===== config.mk =====
export PLATFORM = sky130hd
export DESIGN_NAME = prio_encoder_reg
export DESIGN_NICKNAME = d
export VERILOG_FILES = /design/src/rtl/prio_encoder_reg.sv
export SDC_FILE = /design/constraint.sdc
export NUM_CORES = 1
export LEC_CHECK = 0
export CAP_MARGIN = 25
export CORE_AREA = 2 2 39 41
export DETAILED_ROUTE_END_ITERATION = 16
export DIE_AREA = 0 0 41 43
export GPL_ROUTABILITY_DRIVEN = 0
export GPL_TIMING_DRIVEN = 0
export PLACE_DENSITY = 0.5
export SKIP_LAST_GASP = 1
export SLEW_MARGIN = 0
export SYNTH_ARGS = -nofsm -noshare
export SYNTH_HDL_FRONTEND = slang
export SYNTH_SLANG_ARGS = --single-unit

===== constraint.sdc =====
create_clock -name clk -period 1.6 [get_ports clk]
set_input_delay 0.32 -clock clk [delete_from_list [all_inputs] [get_ports clk]]
set_output_delay 0.32 -clock clk [all_outputs]
set_load 0.05 [all_outputs]

===== src/rtl/prio_encoder_reg.sv =====
// Registered N-to-log2(N) priority encoder with valid/ready hold, fixed or round-robin selection.
// Define PRIO_ONEHOT_OUT_EN to add the registered one-hot grant_oh output.

module prio_encoder_reg #(
    parameter int N       = 8,
    parameter int W       = $clog2(N),
    parameter int RR_MODE = 0
) (
    input  logic         clk,
    input  logic         rst_n,
    input  logic [N-1:0] req,
    input  logic         out_ready,
    output logic         out_valid,
    output logic [W-1:0] idx,
`ifdef PRIO_ONEHOT_OUT_EN
    output logic [N-1:0] grant_oh,
`endif
    output logic         any_req
);

    // state | meaning
    // IDLE  | no code held, out_valid=0, waiting for any request
    // HOLD  | idx held stable with out_valid=1 until out_ready accepts it
    typedef enum logic {
        IDLE = 1'b0,
        HOLD = 1'b1
    } state_t;

    state_t       state_q, state_d;
    logic [W-1:0] idx_q, idx_d;
    logic [W-1:0] ptr_q, ptr_d;
    logic         any_req_q;
    logic         accept;

    // Round-robin: highest set bit at or below p wins; otherwise wrap to the highest set bit overall.
    // Fixed priority is the wrap-only case.
    function automatic logic [W-1:0] sel_fn(input logic [N-1:0] r, input logic [W-1:0] p);
        logic [W-1:0] s_all;
        logic [W-1:0] s_lo;
        logic         found_lo;
        s_all    = '0;
        s_lo     = '0;
        found_lo = 1'b0;
        for (int i = 0; i < N; i++) begin
            if (r[i]) begin
                s_all = W'(i);
                if (W'(i) <= p) begin
                    s_lo     = W'(i);
                    found_lo = 1'b1;
                end
            end
        end
        if (RR_MODE != 0 && found_lo) begin
            return s_lo;
        end
        return s_all;
    endfunction

    always_comb begin
        state_d = state_q;
        idx_d   = idx_q;
        ptr_d   = ptr_q;
        accept  = (state_q == HOLD) && out_ready;

        if (accept && (RR_MODE != 0)) begin
            ptr_d = (idx_q == '0) ? W'(N - 1) : idx_q - 1'b1;
        end

        case (state_q)
            IDLE: begin
                if (|req) begin
                    idx_d   = sel_fn(req, ptr_q);
                    state_d = HOLD;
                end
            end
            HOLD: begin
                if (accept) begin
                    if (|req) begin
                        idx_d = sel_fn(req, ptr_d);
                    end else begin
                        state_d = IDLE;
                    end
                end
            end
            default: begin
                state_d = IDLE;
            end
        endcase
    end

    always_ff @(posedge clk) begin
        if (!rst_n) begin
            state_q   <= IDLE;
            idx_q     <= '0;
            ptr_q     <= W'(N - 1);
            any_req_q <= 1'b0;
        end else begin
            state_q   <= state_d;
            idx_q     <= idx_d;
            ptr_q     <= ptr_d;
            any_req_q <= |req;
        end
    end

`ifdef PRIO_ONEHOT_OUT_EN
    logic [N-1:0] grant_oh_q;

    always_ff @(posedge clk) begin
        if (!rst_n) begin
            grant_oh_q <= '0;
        end else if (state_d == HOLD) begin
            grant_oh_q <= {{(N-1){1'b0}}, 1'b1} << idx_d;
        end else begin
            grant_oh_q <= '0;
        end
    end

    assign grant_oh = grant_oh_q;
`endif

    assign out_valid = (state_q == HOLD);
    assign idx       = idx_q;
    assign any_req   = any_req_q;

endmodule


Word-level counts from Yosys, hierarchy flattened. Index checks and enable logic that the tools add are counted.

Multiplexer cells: 13. Bitwise gates (word level): 1. Equal/unequal tests: 1. Reduce and logical (&&, ||, !) cells: 2.

Operators with widths (number): $mux W3 (8); $reduce_or A8 Y1 (1); $pmux W3 S2 (1); $mux W1 (3); $ne A2 B1 Y1 const B (1); $pmux W1 S2 (1); $logic_and A1 B1 Y1 (1); $not A1 Y1 (1).

Register bits after elaboration: 5. Word-level logic and storage cells: 20. Output and inout port bits: 5.

Longest topological paths before layout. Gate-level depths: netlist of run 1.

Depth in word-level cells: 10. Depth in mapped cells: 4.

Least setup slack after synthesis of run 1. No wires, ideal clock.

Path kind: reg2reg. From: reg state_q, in the netlist out_valid. To: reg idx_q[1], in the netlist idx[1]. Setup time: 0.131 ns. Buffers on the path: 0. Arrival: 1.155 ns. Period minus slack after synthesis: 1.286 ns. Stages on the path, launching flop included: 5. Setup slack: 0.314 ns. Path through: dfxtp_1 > nor2b_1 > a21oi_2 > o311ai_0 > o21ai_1.

Longest elaborated chain between the ends: 2. Elaborated cells on any way between the ends: 4. Those cells by class: eq/ne (1); mux (1); bitwise (1); reduce/logical (1).

Ends and longest elaborated chain: start: declaration (line 29) `state_t state_q, state_d;`; start signal: assignment (line 98) `state_q <= state_d;`; $not A1 Y1 or $logic_and A1 B1 Y1 (tied branches); $pmux W3 S2 or $ne A2 B1 Y1 (tied branches); end signal: assignment (line 99) `idx_q <= idx_d;`; end: declaration (line 30) `logic [W-1:0] idx_q, idx_d;`.

Several ways; a longest one is shown, not always the timed one. A chain may end at the register's enable or synchronous reset.

Final worst setup path of run 1.
From: reg idx_q[0], in the netlist idx[0]. To: out idx[0].

RTL lines: end: declaration (line 14) `output logic [W-1:0] idx,`.

No word-level cell between the ends.

==> results.toml, run 1 <==
[yosys]
yosysUniqueCellTypes = 17
seq_area_frac_synth_pct = 39.2
yosys_warnings = 0
syn_avg_cell_area_um2 = 9.45
synth_area_um2 = 255
ys_ff_latch = 5
synth_cells = 27
synth_nets = 38

[floorplanning]
die_w_um = 41
row_count = 14
die-area_um2 = 1760
chipHeight_um = 43
start_util_pct = 18.4
io_pins = 16
coreArea_um2 = 1380

[layout]
fillers = 163
final_util_pct = 32.2
drive_gt1_share_pct = 13.0
multi_input_comb_area_um2 = 148
final_area_um2 = 445
diodes = 0
fin_nets = 58
area_growth_pct = 74.5
seq_area_um2 = 100

[grt]
track_usage_pct = 7.12
grt_first_pass_wirelength_um = 772
grt_max_degree = 7
overflow = 0
grt_pass1_vias = 196
antenna_found_initial = 0

[worst_setup_path]
arrival_ns = 1.09
cpPeakStageDelay_ns = 0.53
crit_family = "buffers and inverters"
end_kind = "primary output"
path_max_fanout = 2
cp_slowest_cell = "dlygate4sd2_1"
worst-path-buf-inv = 1
required_ns = 1.28
start_kind = "register"
criticalPathCategory = "register to primary output"
path_cells = "dlygate4sd2_1"

[timing]
fin_crit_ns = 1.41
min_period_over_period_pct = 88.0
clock_skew_ns = 0.000843
tightest_slew_ns = 0.485
final-hold-violation-count = 0
setup_tns_ns = 0
setup_ws_ns = 0.193
slew_viol_final = 0
max_freq_ghz = 0.711
rsz0062_at_grt = "no"
setup_viol = 0
slew_headroom_pct = 67.8

[placement]
pre_cts_ws_ns = -0.0299
portBuffers = 15
dpl_cell_area_um2 = 425

[route]
dr.pass1.iters = 2
routed_wl_um = 531
avgViaCountPerCell = 4.05
vias = 251
antenna_left = 0
drt_iter0_drc = 1
avgRoutedWirePerCell_um = 8.56
drc = 0

[power_and_ir_drop]
power_uw = 380
p_leak_nw = 0.170
vdd_ir_drop_max_v = 0.000173
power.density_nw_per_um2 = 853

[clock_network]
clk_pin_slew_ns = 0.04
clock-sinks = 5
cts_tree = "yes"
numCtsBuffers = 3
cts_root_buf = "clkbuf_4"
clockBufferDepth = 2
cts_max_level = 1
clkLatencyLatePin_ns = 0.24

[flow_run]
cap_violations = 0

[run_status]
status = "completed"

[min_path]
hold_path_class = "register to register"
-- report_power, final --
part / switching (mW) / internal, mW / leakage (nW)
logic: 0.0587 / 0.0420 / 0.113
clock network: 0.0476 / 0.0940 / 0.0150
registers: 0.00333 / 0.134 / 0.0420
-- area by class of cell --
cell class                 instances  share of cell area [%]
sequential                         5                    22.5
timing repair buffer              15                    32.3
clock buffer                       4                    5.90
inverter                           2                    1.69
tap                               16                    4.49
multi-input combinational         20                    33.1
-- routing by layer --
metal | vias to the layer above | global-route usage [%] | wire length (um)
li1 | 136 | - | -
met1 | 103 | 8.01 | 223
met2 | 12 | 8.44 | 243
met3 | 0 | 2.09 | 63
met4 | 0 | 10.0 | 0
met5 | - | 0 | 0
-- metrics by stage --
stage	instances	hold WS [ns]
2_1_floorplan	27	0.437
3_3_place_gp	58	0.444
3_5_place_dp	58	0.443
4_1_cts	62	0.446
5_1_grt	62	0.492
6_report	62	0.441
-- synthesized netlist by cell type --
library cell	instances	area [um2]
o21bai_1	1	7.51
o21ai_0	2	10.0
dfxtp_1	5	100
o21a_1	1	7.51
a21oi_2	1	8.76
nor2_1	1	3.75
o21ai_1	2	10.0
o311ai_0	1	8.76
and2_1	2	12.5
nand2_1	2	7.51
a21oi_1	1	5.00
nor3_1	1	5.00
nand2b_1	1	6.26
inv_1	2	7.51
a31oi_1	1	6.26
nor4_4	2	42.5
nor2b_1	1	6.26
-- worst paths after layout --
kind / end / depth (start not counted) / startpoint / slack [ns]
max: idx[0] / 1 / idx[0]$_SDFFE_PN0P_ / 0.19
min: idx[1]$_SDFFE_PN0P_ / 2 / idx[1]$_SDFFE_PN0P_ / 0.44
max reg2reg: idx[1]$_SDFFE_PN0P_ / 4 / out_valid$_SDFF_PN0_ / 0.58
min reg2reg: idx[1]$_SDFFE_PN0P_ / 2 / idx[1]$_SDFFE_PN0P_ / 0.44
-- worst min-delay path, delay by kind of cell, from the launching register on --
family | cells | cell delay, ns
simple gates | 1 | 0.05
flops | 1 | 0.30
compound gates | 1 | 0.05
-- registers in the layout, indices dropped and copies added (netlist names) --
name / flops
idx: 3
any_req: 1
out_valid: 1
-- cell usage in the layout, fill, tap and decap left out --
cell type / n
o21ai_0: 2
nand2_1: 2
a21oi_2: 1
clkbuf_4: 3
inv_1: 2
o311ai_0: 1
nand2b_1: 1
nor3_1: 1
nor4_4: 2
o21bai_1: 1
clkbuf_1: 1
a31oi_1: 1
dlygate4sd2_1: 5
nor2b_1: 1
o21a_1: 1
dfxtp_1: 5
o21ai_1: 2
clkdlybuf4s50_1: 10
nor2_1: 1
a21oi_1: 1
and2_1: 2
-- logic make-up after synthesis --
| kind of cell | share of synthesized area [%] |
|---|---|
| buffers and inverters | 2.94 |
| AOI/OAI and AO/OA | 25.0 |
| and+or+nand+nor | 32.8 |
| DFF | 39.2 |
-- what timing repair did --
action	in CTS	in global routing
setup buffers	0	0
hold endpoints to repair	0	0
setup endpoints to repair	5	0
hold buffers	0	0
resized for setup	5	0
Power figures use the tool's default switching activity.
==> run 2, diff against run 1 <==
- CORE_AREA: 2 2 39 41 -> 3 3 40 42
- CTS_CLUSTER_DIAMETER: not set -> 80
- DIE_AREA: 0 0 41 43 -> 0 0 43 45
==> run 2 against run 1 <==
Global-route usage grew 0.88 points. Worst setup slack lost 0.0081 ns. Largest power group unchanged. Clock power is essentially flat. Critical path depth is the same. Via count grew 9.6%.
==> results.toml, run 2 (synthesis gave the netlist of run 1 again) <==
[run_status]
status = "completed"

[route]
avgRoutedWirePerCell_um = 9.87
drc = 0
avgViaCountPerCell = 4.51
dr.pass1.iters = 3
drt_iter0_drc = 4
vias = 275
antenna_left = 0
routed_wl_um = 602

[worst_setup_path]
start_kind = "register"
r2r_slack_ns = 0.60
worst-path-buf-inv = 1
reg2reg_from = "out_valid$_SDFF_PN0_"
required_ns = 1.28
criticalPathCategory = "register to primary output"
path_max_fanout = 2
cp_slowest_cell = "dlygate4sd2_1"
cpPeakStageDelay_ns = 0.53
startpoint = "idx[0]$_SDFFE_PN0P_"
path_cells = "dlygate4sd2_1"
end_kind = "primary output"
crit_family = "buffers and inverters"
arrival_ns = 1.10

[layout]
final_common_cell = "clkdlybuf4s50_1"
final_cell_mix = "clkdlybuf4s50_1, dfxtp_1, dlygate4sd2_1, clkbuf_4"
area_growth_pct = 74.0
diodes = 0
stdcell_count = 61
fillers = 147
drive_gt1_share_pct = 13.0
fin_nets = 58
largest_register_ffs = 3

[clock_network]
cts_root_buf = "clkbuf_4"
cts_max_level = 1
clock-sinks = 5
cts_tree = "yes"
clkLatencyLatePin_ns = 0.24
postCtsSetupBuffers = 0
clk_pin_slew_ns = 0.04
clockBufferDepth = 2
numCtsBuffers = 3

[floorplanning]
start_util_pct = 19.9
die-area_um2 = 1940
row_count = 13
die_w_um = 43
io_pins = 16
coreArea_um2 = 1280
chipHeight_um = 45

[timing]
clock_skew_ns = 0.00135
final-hold-violation-count = 0
tightest_slew_ns = 0.488
whs_ns = 0.450
setup_viol = 0
min_period_over_period_pct = 88.5
slew_headroom_pct = 67.6
slew_viol_final = 0
fin_crit_ns = 1.42
setup_tns_ns = 0
rsz0062_at_grt = "no"
max_freq_ghz = 0.707

[placement]
dpl.cell_count = 57
place_hpwl_um = 538
portBuffers = 15

[grt]
overflow = 0
top_usage_layer = "met2"
track_usage_pct = 8.00
antenna_found_initial = 0
gr-usage-met1_pct = 7.00
met3_usage_pct = 6.37
grt_first_pass_wirelength_um = 1060
grt_use_met2_pct = 12.6
grt_pass1_vias = 262
grt_max_degree = 7

[min_path]
hold_path_class = "register to register"
min_from = "idx[1]$_SDFFE_PN0P_"

[power_and_ir_drop]
vdd_ir_drop_max_v = 0.000185
p_leak_nw = 0.170
power.density_nw_per_um2 = 861

[flow_run]
cap_violations = 0
-- run 2: cell counts in the layout (fill, tap and decap cells not counted) --
Identical to the previous run, type by type.
-- run 2: what timing repair did --
| item | CTS | global route |
|---|---|---|
| resized for setup | 5 | 0 |
| hold buffers | 0 | 0 |
| endpoints found under the setup margin | 5 | 0 |
-- run 2: per-layer routing --
layer  vias up  routed length (um)
met3         0                  83
met5         -                   0
met2        17                 285
met1       122                 233
li1        136                   -
met4         0                   0
-- run 2: final timing paths --
check             depth (start not counted)             endpoint
hold reg to reg                           2  idx[1]$_SDFFE_PN0P_
hold / removal                            2  idx[1]$_SDFFE_PN0P_
setup reg to reg                          4  idx[1]$_SDFFE_PN0P_
setup / recovery                          1               idx[0]
-- run 2: cell type report --
class	count	area, um2	share of cell area, %
clock buffer	4	26.3	5.92
inverter	2	7.51	1.69
multi-input combinational	20	148	33.2
sequential	5	100	22.5
tap	15	18.8	4.23
timing repair buffer	15	144	32.4
-- run 2: where the power goes --
group          leakage [nW]  switching [mW]  total [mW]  internal (mW)
sequential           0.0420         0.00367       0.138          0.134
clock                0.0150          0.0489       0.143         0.0941
combinational         0.113          0.0592       0.101         0.0419
total                 0.170           0.112       0.382          0.270
-- run 2: through the flow --
stage               total power [mW]  cell area [um2]  setup WS [ns]  utilization (%)
floorplan                      0.193              255          0.314                -
global placement               0.247              424        -0.0445             33.0
detailed placement             0.249              424        -0.0699             33.0
CTS                            0.393              444          0.173             34.6
global route                   0.415              444         0.0838             34.6
finish                         0.382              444          0.185             34.6
==> run 3, diff against run 2 <==
- CAP_MARGIN: 25 -> 20
- TNS_END_PERCENT: not set -> 20
==> run 3 against run 2 <==
The run now ends with negative setup slack left. Critical path type unchanged. Sequential cell count is the same. Sequential share of layout area shrank 0.37 points. Via count is the same. Final cell count is the same. Worst setup slack lost 0.26 ns. Highest routed layer unchanged. Largest cell class is now non-clock buffers.
==> results.toml, run 3 (synthesis gave the netlist of run 1 again) <==
[power_and_ir_drop]
p_leak_nw = 0.171
power.density_nw_per_um2 = 857
vdd_ir_drop_max_v = 0.000185
power_uw = 387

[route]
drt_iter0_drc = 4
drc = 0
vias = 275
dr.pass1.iters = 3
routed_wl_um = 604
avgRoutedWirePerCell_um = 9.90
antenna_left = 0
avgViaCountPerCell = 4.51

[timing]
final-hold-violation-count = 0
slew_headroom_pct = 66.2
clock_skew_ns = 0.00135
slew_viol_final = 0
tightest_slew_ns = 0.506
max_freq_ghz = 0.596
rsz0062_at_grt = "yes"
setup_viol = 3
setup_ws_ns = -0.0772
fin_crit_ns = 1.68
min_period_over_period_pct = 105

[worst_setup_path]
required_ns = 1.28
path_max_fanout = 2
cp_slowest_cell = "clkdlybuf4s50_1"
path_cells = "clkdlybuf4s50_1"
start_kind = "register"
cpPeakStageDelay_ns = 0.80
criticalPathCategory = "register to primary output"
end_kind = "primary output"
arrival_ns = 1.36
crit_family = "buffers and inverters"
worst-path-buf-inv = 1

[run_status]
status = "finished with violations"
violations = "negative setup slack"

[grt]
antenna_found_initial = 0
track_usage_pct = 8.00
grt_pass1_vias = 262
overflow = 0
grt_max_degree = 7
grt_first_pass_wirelength_um = 1060

[flow_run]
cap_violations = 0

[clock_network]
cts_root_buf = "clkbuf_4"
cts_hold_buffers = 0
clock-sinks = 5
clk_pin_slew_ns = 0.04
cts_max_level = 1
numCtsBuffers = 3
clkLatencyLatePin_ns = 0.24
cts_tree = "yes"
clockBufferDepth = 2

[min_path]
hold_path_class = "register to register"

[floorplanning]
die_w_um = 43
die-area_um2 = 1940
io_pins = 16
row_count = 13
start_util_pct = 19.9
chipHeight_um = 45
coreArea_um2 = 1280

[layout]
area_growth_pct = 77.0
final_common_cell = "clkdlybuf4s50_1"
largest_register_ffs = 3
seq_area_um2 = 100
fillers = 144
fin_nets = 58
stdcell_count = 61
final_util_pct = 35.2
diodes = 0
final_area_um2 = 452
drive_gt1_share_pct = 13.0
final_cell_mix = "clkdlybuf4s50_1, dfxtp_1, clkbuf_4"
multi_input_comb_area_um2 = 148

[placement]
dpl.cell_count = 57
dpl_cell_area_um2 = 424
place_hpwl_um = 538
portBuffers = 15
run 3: path summary, 6_finish.rpt:
check	end	start	slack, ns	cells past startpoint
min reg2reg	idx[1]$_SDFFE_PN0P_	idx[1]$_SDFFE_PN0P_	0.45	2
max	idx[1]	idx[1]$_SDFFE_PN0P_	-0.08	1
max reg2reg	idx[1]$_SDFFE_PN0P_	out_valid$_SDFF_PN0_	0.60	4
min	idx[1]$_SDFFE_PN0P_	idx[1]$_SDFFE_PN0P_	0.45	2
run 3: worst reg2reg max path, stage by stage, from the launching register on:
cell	delay [ns]
dfxtp_1	0.31
nor2b_1	0.26
a21oi_2	0.08
o311ai_0	0.12
o21ai_1	0.11
run 3: what timing repair did:
action                                  in CTS  in global routing
pin swaps                                    0                  0
resized for setup                            1                  1
setup buffers                                0                  0
hold endpoints to repair                     0                  0
endpoints found under the setup margin       5                  4
gates cloned                                 0                  0
run 3: area by class of cell:
| cell class | count | area share, % |
|---|---|---|
| multi-input combinational | 20 | 32.7 |
| clock buffer | 4 | 5.82 |
| sequential | 5 | 22.2 |
| tap | 15 | 4.16 |
| timing repair buffer | 15 | 33.5 |
| inverter | 2 | 1.66 |
run 3: per-stage QoR:
stage / worst slack (ns) / hold slack (ns) / setup TNS (ns)
after floorplan: 0.314 / 0.437 / 0
after global placement: -0.0445 / 0.444 / -0.0445
after detailed placement: -0.0699 / 0.452 / -0.0824
after CTS: -0.0957 / 0.458 / -0.346
after global routing: -0.134 / 0.474 / -0.360
final: -0.0772 / 0.453 / -0.202
run 3: report_power, final:
part | leakage [nW] | internal (mW) | switching [mW]
registers | 0.0420 | 0.134 | 0.00392
logic | 0.114 | 0.0466 | 0.0592
clock network | 0.0150 | 0.0941 | 0.0489
total | 0.171 | 0.275 | 0.112
run 3: per-layer routing:
metal  wire length (um)  global-route usage [%]
met1                234                    7.00
met5                  0                       0
met2                286                    12.6
met4                  0                    5.42
met3                 83                    6.37
